File: src/rtl/seq_mul_radix2.sv
// Sequential radix-2 shift-add multiplier with valid/ready handshakes.
// Signed operands are multiplied as magnitudes and the sign is applied to the final sum.
module seq_mul_radix2 #(
  parameter int WIDTH = 4
) (
  input  logic                 clk,
  input  logic                 rst_n,
  input  logic                 in_valid,
  output logic                 in_ready,
  input  logic [WIDTH-1:0]     a,
  input  logic [WIDTH-1:0]     b,
  input  logic                 signed_mode,
  output logic                 out_valid,
  input  logic                 out_ready,
  output logic [2*WIDTH-1:0]   product,
  output logic                 busy
);

  localparam int CW = (WIDTH > 1) ? $clog2(WIDTH) : 1;

  typedef enum logic [1:0] {IDLE, RUN, DONE} state_t;

  state_t               state_q, state_d;
  logic [WIDTH-1:0]     mcand_q, mcand_d;
  logic [WIDTH-1:0]     mplier_q, mplier_d;
  logic [2*WIDTH-1:0]   acc_q, acc_d;
  logic [2*WIDTH-1:0]   prod_q, prod_d;
  logic [CW-1:0]        cnt_q, cnt_d;
  logic                 neg_q, neg_d;

  logic                 accept;
  logic                 last;
  logic [WIDTH-1:0]     mag_a, mag_b;
  logic [2*WIDTH-1:0]   partial;
  logic [2*WIDTH-1:0]   acc_sum;

  assign accept  = in_valid & in_ready;
  assign last    = (state_q == RUN) && (cnt_q == CW'(WIDTH - 1));
  // An unsigned WIDTH-bit magnitude holds |most-negative| exactly.
  assign mag_a   = (signed_mode & a[WIDTH-1]) ? (~a + 1'b1) : a;
  assign mag_b   = (signed_mode & b[WIDTH-1]) ? (~b + 1'b1) : b;
  assign partial = mplier_q[0] ? ({{WIDTH{1'b0}}, mcand_q} << cnt_q) : '0;
  assign acc_sum = acc_q + partial;

  always_ff @(posedge clk or negedge rst_n) begin
    if (!rst_n) begin
      state_q <= IDLE;
    end else begin
      state_q <= state_d;
    end
  end

  always_comb begin
    state_d = state_q;
    unique case (state_q)
      IDLE:    if (accept)    state_d = RUN;
      RUN:     if (last)      state_d = DONE;
      DONE:    if (out_ready) state_d = IDLE;
      default:                state_d = IDLE;
    endcase
  end

  always_comb begin
    in_ready  = (state_q == IDLE);
    out_valid = (state_q == DONE);
    busy      = (state_q == RUN);
    product   = prod_q;
  end

  always_comb begin
    mcand_d  = mcand_q;
    mplier_d = mplier_q;
    acc_d    = acc_q;
    prod_d   = prod_q;
    cnt_d    = cnt_q;
    neg_d    = neg_q;
    if (accept) begin
      mcand_d  = mag_a;
      mplier_d = mag_b;
      neg_d    = signed_mode & (a[WIDTH-1] ^ b[WIDTH-1]);
      acc_d    = '0;
      cnt_d    = '0;
    end else if (state_q == RUN) begin
      acc_d    = acc_sum;
      mplier_d = mplier_q >> 1;
      cnt_d    = cnt_q + 1'b1;
      if (last) begin
        prod_d = neg_q ? (~acc_sum + 1'b1) : acc_sum;
      end
    end
  end

  always_ff @(posedge clk or negedge rst_n) begin
    if (!rst_n) begin
      mcand_q  <= '0;
      mplier_q <= '0;
      acc_q    <= '0;
      prod_q   <= '0;
      cnt_q    <= '0;
      neg_q    <= 1'b0;
    end else begin
      mcand_q  <= mcand_d;
      mplier_q <= mplier_d;
      acc_q    <= acc_d;
      prod_q   <= prod_d;
      cnt_q    <= cnt_d;
      neg_q    <= neg_d;
    end
  end

endmodule

File: config.mk
export PLATFORM = sky130hd
export DESIGN_NAME = seq_mul_radix2
export DESIGN_NICKNAME = d
export VERILOG_FILES = /design/src/rtl/seq_mul_radix2.sv
export SDC_FILE = /design/constraint.sdc
export NUM_CORES = 1
export LEC_CHECK = 0
export CORE_UTILIZATION = 35
export DETAILED_ROUTE_END_ITERATION = 8
export GPL_ROUTABILITY_DRIVEN = 1
export HOLD_SLACK_MARGIN = 0.08
export PLACE_DENSITY = 0.62
export RECOVER_POWER = 50
export SLEW_MARGIN = 10
export SYNTH_ARGS = -nofsm -noshare
export SYNTH_HDL_FRONTEND = slang
export SYNTH_SLANG_ARGS = --single-unit
File: constraint.sdc
create_clock -name clk -period 3.75 [get_ports clk]
set_input_delay 0.9375 -clock clk [delete_from_list [all_inputs] [get_ports clk]]
set_output_delay 0.9375 -clock clk [all_outputs]
set_load 0.01 [all_outputs]
Word-level counts from Yosys, hierarchy flattened

Cells that the tools add are included.

Equality and inequality tests: 6
Mux-type cells: 14
Order comparisons: 0
Bitwise logic cells: 9
Divide/modulo/power cells: 0
$mul: 0
Reduce and logical (&&, ||, !) cells: 5
Add/subtract/negate cells: 5
Shifts and indexed selects: 1

Operators with widths:

| kind                | count |
|---|---|
| $mux 8              | 4 |
| $mux 4              | 4 |
| $mux 2              | 5 |
| $add 4x1->4 const B | 2 |
| $add 8x1->8 const B | 1 |
| $add 8x8->8         | 1 |
| $not 4->4           | 2 |
| $not 8->8           | 1 |
| $shl 4x2->8         | 1 |
| $ne 2x1->1 const B  | 3 |
| $pmux 2 s3          | 1 |
| $reduce_and 3->1    | 2 |
| $and 1x1->1         | 4 |
| $eq 2x2->1 const B  | 2 |
| $add 2x1->2 const B | 1 |
| $eq 2x1->1 const B  | 1 |
| $logic_not 2->1     | 1 |
| $reduce_bool 2->1   | 1 |
| $logic_and 1x1->1   | 1 |
| $not 1->1           | 1 |
| $xor 1x1->1         | 1 |

Latch bits: 0
Output and inout port bits: 11
Register bits after elaboration: 29
RAM bits: 0
Input port bits: 13
Memories kept: 0
ROM bits: 0
Logic and storage cells: 47

Depth between registers and ports, before layout

Word-level depth: 6
Mapped depth: 12
Depth with buffers taken out: 11

Least setup slack after synthesis

OpenSTA, ideal clock, no wires.

Path type: register to register
From: register cnt_q[1]
To: register prod_q[6] (netlist: product[6])
Data arrival time: 2.852 ns
Buffers on the path: 1
Data required time: 3.623 ns
Path slack: 0.771 ns
Stages on the path, launching flop included: 11
Library setup time: 0.127 ns
Period minus slack after synthesis: 2.979 ns
Cells stage by stage: dfrtp_1 -> clkbuf_1 -> mux2_2 -> o211a_1 -> ha_1 -> a21oi_1 -> o21ai_1 -> or3_4 -> a2111oi_0 -> mux2i_1 -> nand3_1

Cells in the longest elaborated chain, start to end: 6
Elaborated cells between the ends (all ways): 9
Classes of those cells: add/sub (2); eq/ne (1); shift (1); mux (2); bitwise (1); reduce/logical (2)

RTL lines:

| item                   | line | text |
|---|---|---|
| from (decl)            | 28   | `logic [CW-1:0] cnt_q, cnt_d;` |
| from (signal assigned) | 106  | `cnt_q <= cnt_d;` |
| $shl 4x2->8            | 42   | `assign partial = mplier_q[0] ? ({{WIDTH{1'b0}}, mcand_q} << cnt_q) : '0;` |
| $mux 8                 | 42   |  |
| $add 8x8->8            | 43   | `assign acc_sum = acc_q + partial;` |
| $not 8->8              | 88   | `prod_d = neg_q ? (~acc_sum + 1'b1) : acc_sum;` |
| $add 8x1->8            | 88   |  |
| $mux 8                 | 88   |  |
| to (signal assigned)   | 105  | `prod_q <= prod_d;` |
| to (decl)              | 27   | `logic [2*WIDTH-1:0] prod_q, prod_d;` |

Several ways; a longest one is shown, not always the timed one.
A chain may end at the register's enable or synchronous reset.

Worst setup path in the final report

From: register cnt_q[0]
To: register prod_q[6] (netlist: product[6])

Same word-level chain as after synthesis.

==> run_results.csv <==
group,metric,value,unit
status,outcome,"complete, but fails checks",
status,failed_checks,"capacitance limit, slew limit",
yosys,synth_area,1860,um2
die,floorplan.core_area,5110,um2
setup_path,crit_path_frequent_cell,"sky130_fd_sc_hd__mux2i_1",
setup_path,worstPathBufferInverterCount,0,
clock_tree,clock_tree_from_tritoncts,"yes",
placement,place.detailed.instances,305,
sta,layout_min_cycle_time,3.11,ns
layout,finish.cell_count_without_fillers,313,
detailed_routing,vias,1575,
yosys,yosys_warnings,0,
grt,largest_net_degree_at_the_start_of_global_routing,30,
detailed_routing,finalWirelength,3.73,mm
yosys,synth.ff_latch_count,29,
yosys,post-synth-top-area-fraction,39.0,%
yosys,synth.net_count,242,
clock_tree,cts.repair.resized,0,
setup_path,criticalPathCategory,"flip-flop to flip-flop",
detailed_routing,initialDrtViolationCount,92,
clock_tree,cts-root-to-sink-buffers,2,
die,floorplan.initialDensity,36.5,%
pwr,p_per_area,811,nW/um2
sta,fmax,0.321,GHz
layout,finish.net_count,267,
placement,gp_routability_congestion,0.840,
die,row_count,26,
pwr,static-leakage-power,1.04,nW
die,horiz_die_dim,75.0,um
sta,hold_viol,0,
yosys,syn_inst,217,
clock_tree,cts.clk_slew.worst_paths,0.06,ns
grt,first_global_vias,1496,
yosys,synth-seq-area-share,39.0,%
hold_path,timing.hold.worst.class,"flip-flop to flip-flop",
grt,track_usage,16.0,%
clock_tree,insertion_delay,0.28,ns
detailed_routing,postRouteAntennaNets,0,
clock_tree,total_cts_buffers,5,
setup_path,critPathMaxFanout,13,
setup_path,cp.required,3.91,ns
yosys,async_flop_share,100,%
setup_path,path_cells,"mux2i_1 > nor3b_1 > ha_1 > a21o_1 > and4_4 > or3_4 > a2111oi_0 > mux2i_1 > nand3_1",
layout,regArea,726,um2
detailed_routing,drt_pass1_iterations,4,
die,floorplan.die.height,75.0,um
layout,drive_gt1_share,5.35,%
die,design.portCount,24,
layout,antenna-diode-count,0,
layout,area_growth_syn_to_layout,20.8,%
clock_tree,cts_sinks,29,
yosys,number_of_enable_type_register_cells_in_the_synthesized_netlist,0,
grt,antenna_violations_before_repair,0,
setup_path,critical-path-max-stage-delay,0.59,ns
setup_path,worst-endpoint-arrival,3.27,ns
sta,worst_clock_skew,0.00337,ns
grt,grt_pass1_wl,6.66,mm
sta,setup_viol_count_final,0,
clock_tree,cts_hold_repair.buffers,0,
sta,tns,0,ns
yosys,synth_flop_cell,"sky130_fd_sc_hd__dfrtp_1",
sta,max-slew-margin-rel,-4.39,%
detailed_routing,routedWlPerCell,11.9,um
grt,grt_remaining_overflow,0,
placement,placement.io_buffers,23,
setup_path,crit_path_start_kind,"flip-flop",
layout,n_fill_cell,548,
sta,finalMaxSlewViolations,30,
sta,worstMarginPinSlew,1.57,ns
yosys,post_synth_main_area_contributors,"sky130_fd_sc_hd__dfrtp_1, sky130_fd_sc_hd__nand2_1, sky130_fd_sc_hd__ha_1",
pwr,total_power,1.83,mW
sta,final_min_period_over_clock_period,83.0,%
layout,multiInputGateArea,1060,um2
yosys,synthDistinctLibCells,42,
detailed_routing,vias_per_cell,5.03,
yosys,syn_area_per_cell,8.59,um2
die,fp.dieArea,5620,um2
sta,setup_repair_after_global_routing_missed_its_margin,"false",
setup_path,critical_path.endpoint_type,"flip-flop",
yosys,most_frequent_cell_after_synthesis,"sky130_fd_sc_hd__nand2_1",
clock_tree,cts-htree-levels,2,
pwr,ir_worst_vdd,0.227,mV
placement,dp_hpwl,2.78,mm
clock_tree,post-cts-setup-buffer-count,0,
yosys,post_synth_most_frequent_cells,"sky130_fd_sc_hd__nand2_1, sky130_fd_sc_hd__dfrtp_1, sky130_fd_sc_hd__o21ai_0",
clock_tree,ctsRootBufferMaster,"sky130_fd_sc_hd__clkbuf_8",
yosys,synth_largest_area_cell,"sky130_fd_sc_hd__dfrtp_1",
setup_path,timing.critical_path.slowest_stage_cell,"sky130_fd_sc_hd__dfrtp_1",
detailed_routing,drcViolationCount,0,
run,count_of_max_cap_constraint_violations,1,
setup_path,critical-path-top-delay-family,"simple AND/OR/NAND/NOR gates",
report_power, final:
group	total, mW	internal (mW)	switching [mW]
combinational	1.00	0.449	0.555
sequential	0.578	0.451	0.127
clock	0.244	0.128	0.115
stage by stage:
stage / worst slack (ns) / instance area [um2] / hold slack [ns] / utilization, %
after floorplan: 0.771 / 1860 / 0.440 / -
after global placement: 0.694 / 2170 / 0.460 / 42.6
after detailed placement: 0.661 / 2170 / 0.470 / 42.6
after CTS: 0.627 / 2260 / 0.483 / 44.2
after global routing: 0.313 / 2250 / 0.492 / 44.0
final: 0.639 / 2250 / 0.469 / 44.0
routing by layer:
metal,global-route usage [%],up-vias,wire length (um)
met2,25.7,33,1720
li1,-,810,-
met3,4.95,2,144
met4,5.66,0,22
met5,0,-,0
met1,20.2,730,1840
state kept, by name, indices dropped and copies added, names as in the netlist:
register and count:
acc_q 8, product 8, mcand_q 4, mplier_q 4
cnt_q 2, state_q 2, neg_q 1
placed cells by master, fill, tap and decap left out, types with 2 or more instances in the layout:
master,count
sky130_fd_sc_hd__a211oi_1,5
sky130_fd_sc_hd__a21oi_1,5
sky130_fd_sc_hd__a31oi_1,2
sky130_fd_sc_hd__and2_1,3
sky130_fd_sc_hd__and3_1,2
sky130_fd_sc_hd__buf_4,2
sky130_fd_sc_hd__clkbuf_1,2
sky130_fd_sc_hd__clkbuf_8,5
sky130_fd_sc_hd__clkdlybuf4s50_1,19
sky130_fd_sc_hd__clkinv_2,2
sky130_fd_sc_hd__dfrtp_1,29
sky130_fd_sc_hd__dlygate4sd3_1,4
sky130_fd_sc_hd__ha_1,11
sky130_fd_sc_hd__inv_1,12
sky130_fd_sc_hd__mux2i_1,6
sky130_fd_sc_hd__nand2_1,40
sky130_fd_sc_hd__nand2b_1,5
sky130_fd_sc_hd__nand3_1,14
sky130_fd_sc_hd__nor2_1,12
sky130_fd_sc_hd__nor3b_1,2
sky130_fd_sc_hd__o2111a_1,2
sky130_fd_sc_hd__o21ai_0,25
sky130_fd_sc_hd__o31ai_1,3
sky130_fd_sc_hd__xnor2_1,5
sky130_fd_sc_hd__xor2_1,5
final timing paths:
| kind | startpoint | end | slack (ns) | depth (start not counted) |
|---|---|---|---|---|
| max | cnt_q[0]$_DFFE_PN0P_ | product[6]$_DFFE_PN0P_ | 0.64 | 9 |
| min | product[5]$_DFFE_PN0P_ | product[5]$_DFFE_PN0P_ | 0.47 | 2 |
| max reg2reg | cnt_q[0]$_DFFE_PN0P_ | product[6]$_DFFE_PN0P_ | 0.64 | 9 |
| min reg2reg | product[5]$_DFFE_PN0P_ | product[5]$_DFFE_PN0P_ | 0.47 | 2 |
| max in group asynchronous | rst_n | acc_q[6]$_DFFE_PN0P_ | 1.26 | 2 |
| min in group asynchronous | rst_n | state_q[1]$_DFFE_PN0P_ | 1.58 | 2 |
cells by family (layout without fill, tap and decap cells):
family | after synthesis | after routing | synth area share (%)
compound gates | 53 | 53 | 18.1
xor+xnor | 10 | 10 | 4.70
fa+ha+maj | 12 | 12 | 8.46
buf+inv | 21 | 47 | 4.23
flops | 29 | 29 | 39.0
mux | 7 | 7 | 3.83
simple gates | 85 | 85 | 21.8
layout make-up:
class,count,share of cell area (%)
clock buffers,6,3.23
inverters,13,2.17
repair buffers,26,11.1
flip-flops and latches,29,32.3
multi-input cells,167,46.9
clock inverters,2,0.445
well taps,70,3.89
worst reg2reg max path, cell delays in order (launching register included):
cell and delay (ns):
sky130_fd_sc_hd__dfrtp_1 0.59, sky130_fd_sc_hd__mux2i_1 0.13, sky130_fd_sc_hd__nor3b_1 0.36, sky130_fd_sc_hd__ha_1 0.30, sky130_fd_sc_hd__a21o_1 0.19, sky130_fd_sc_hd__and4_4 0.19
sky130_fd_sc_hd__or3_4 0.33, sky130_fd_sc_hd__a2111oi_0 0.56, sky130_fd_sc_hd__mux2i_1 0.25, sky130_fd_sc_hd__nand3_1 0.08
Power figures use the tool's default switching activity.
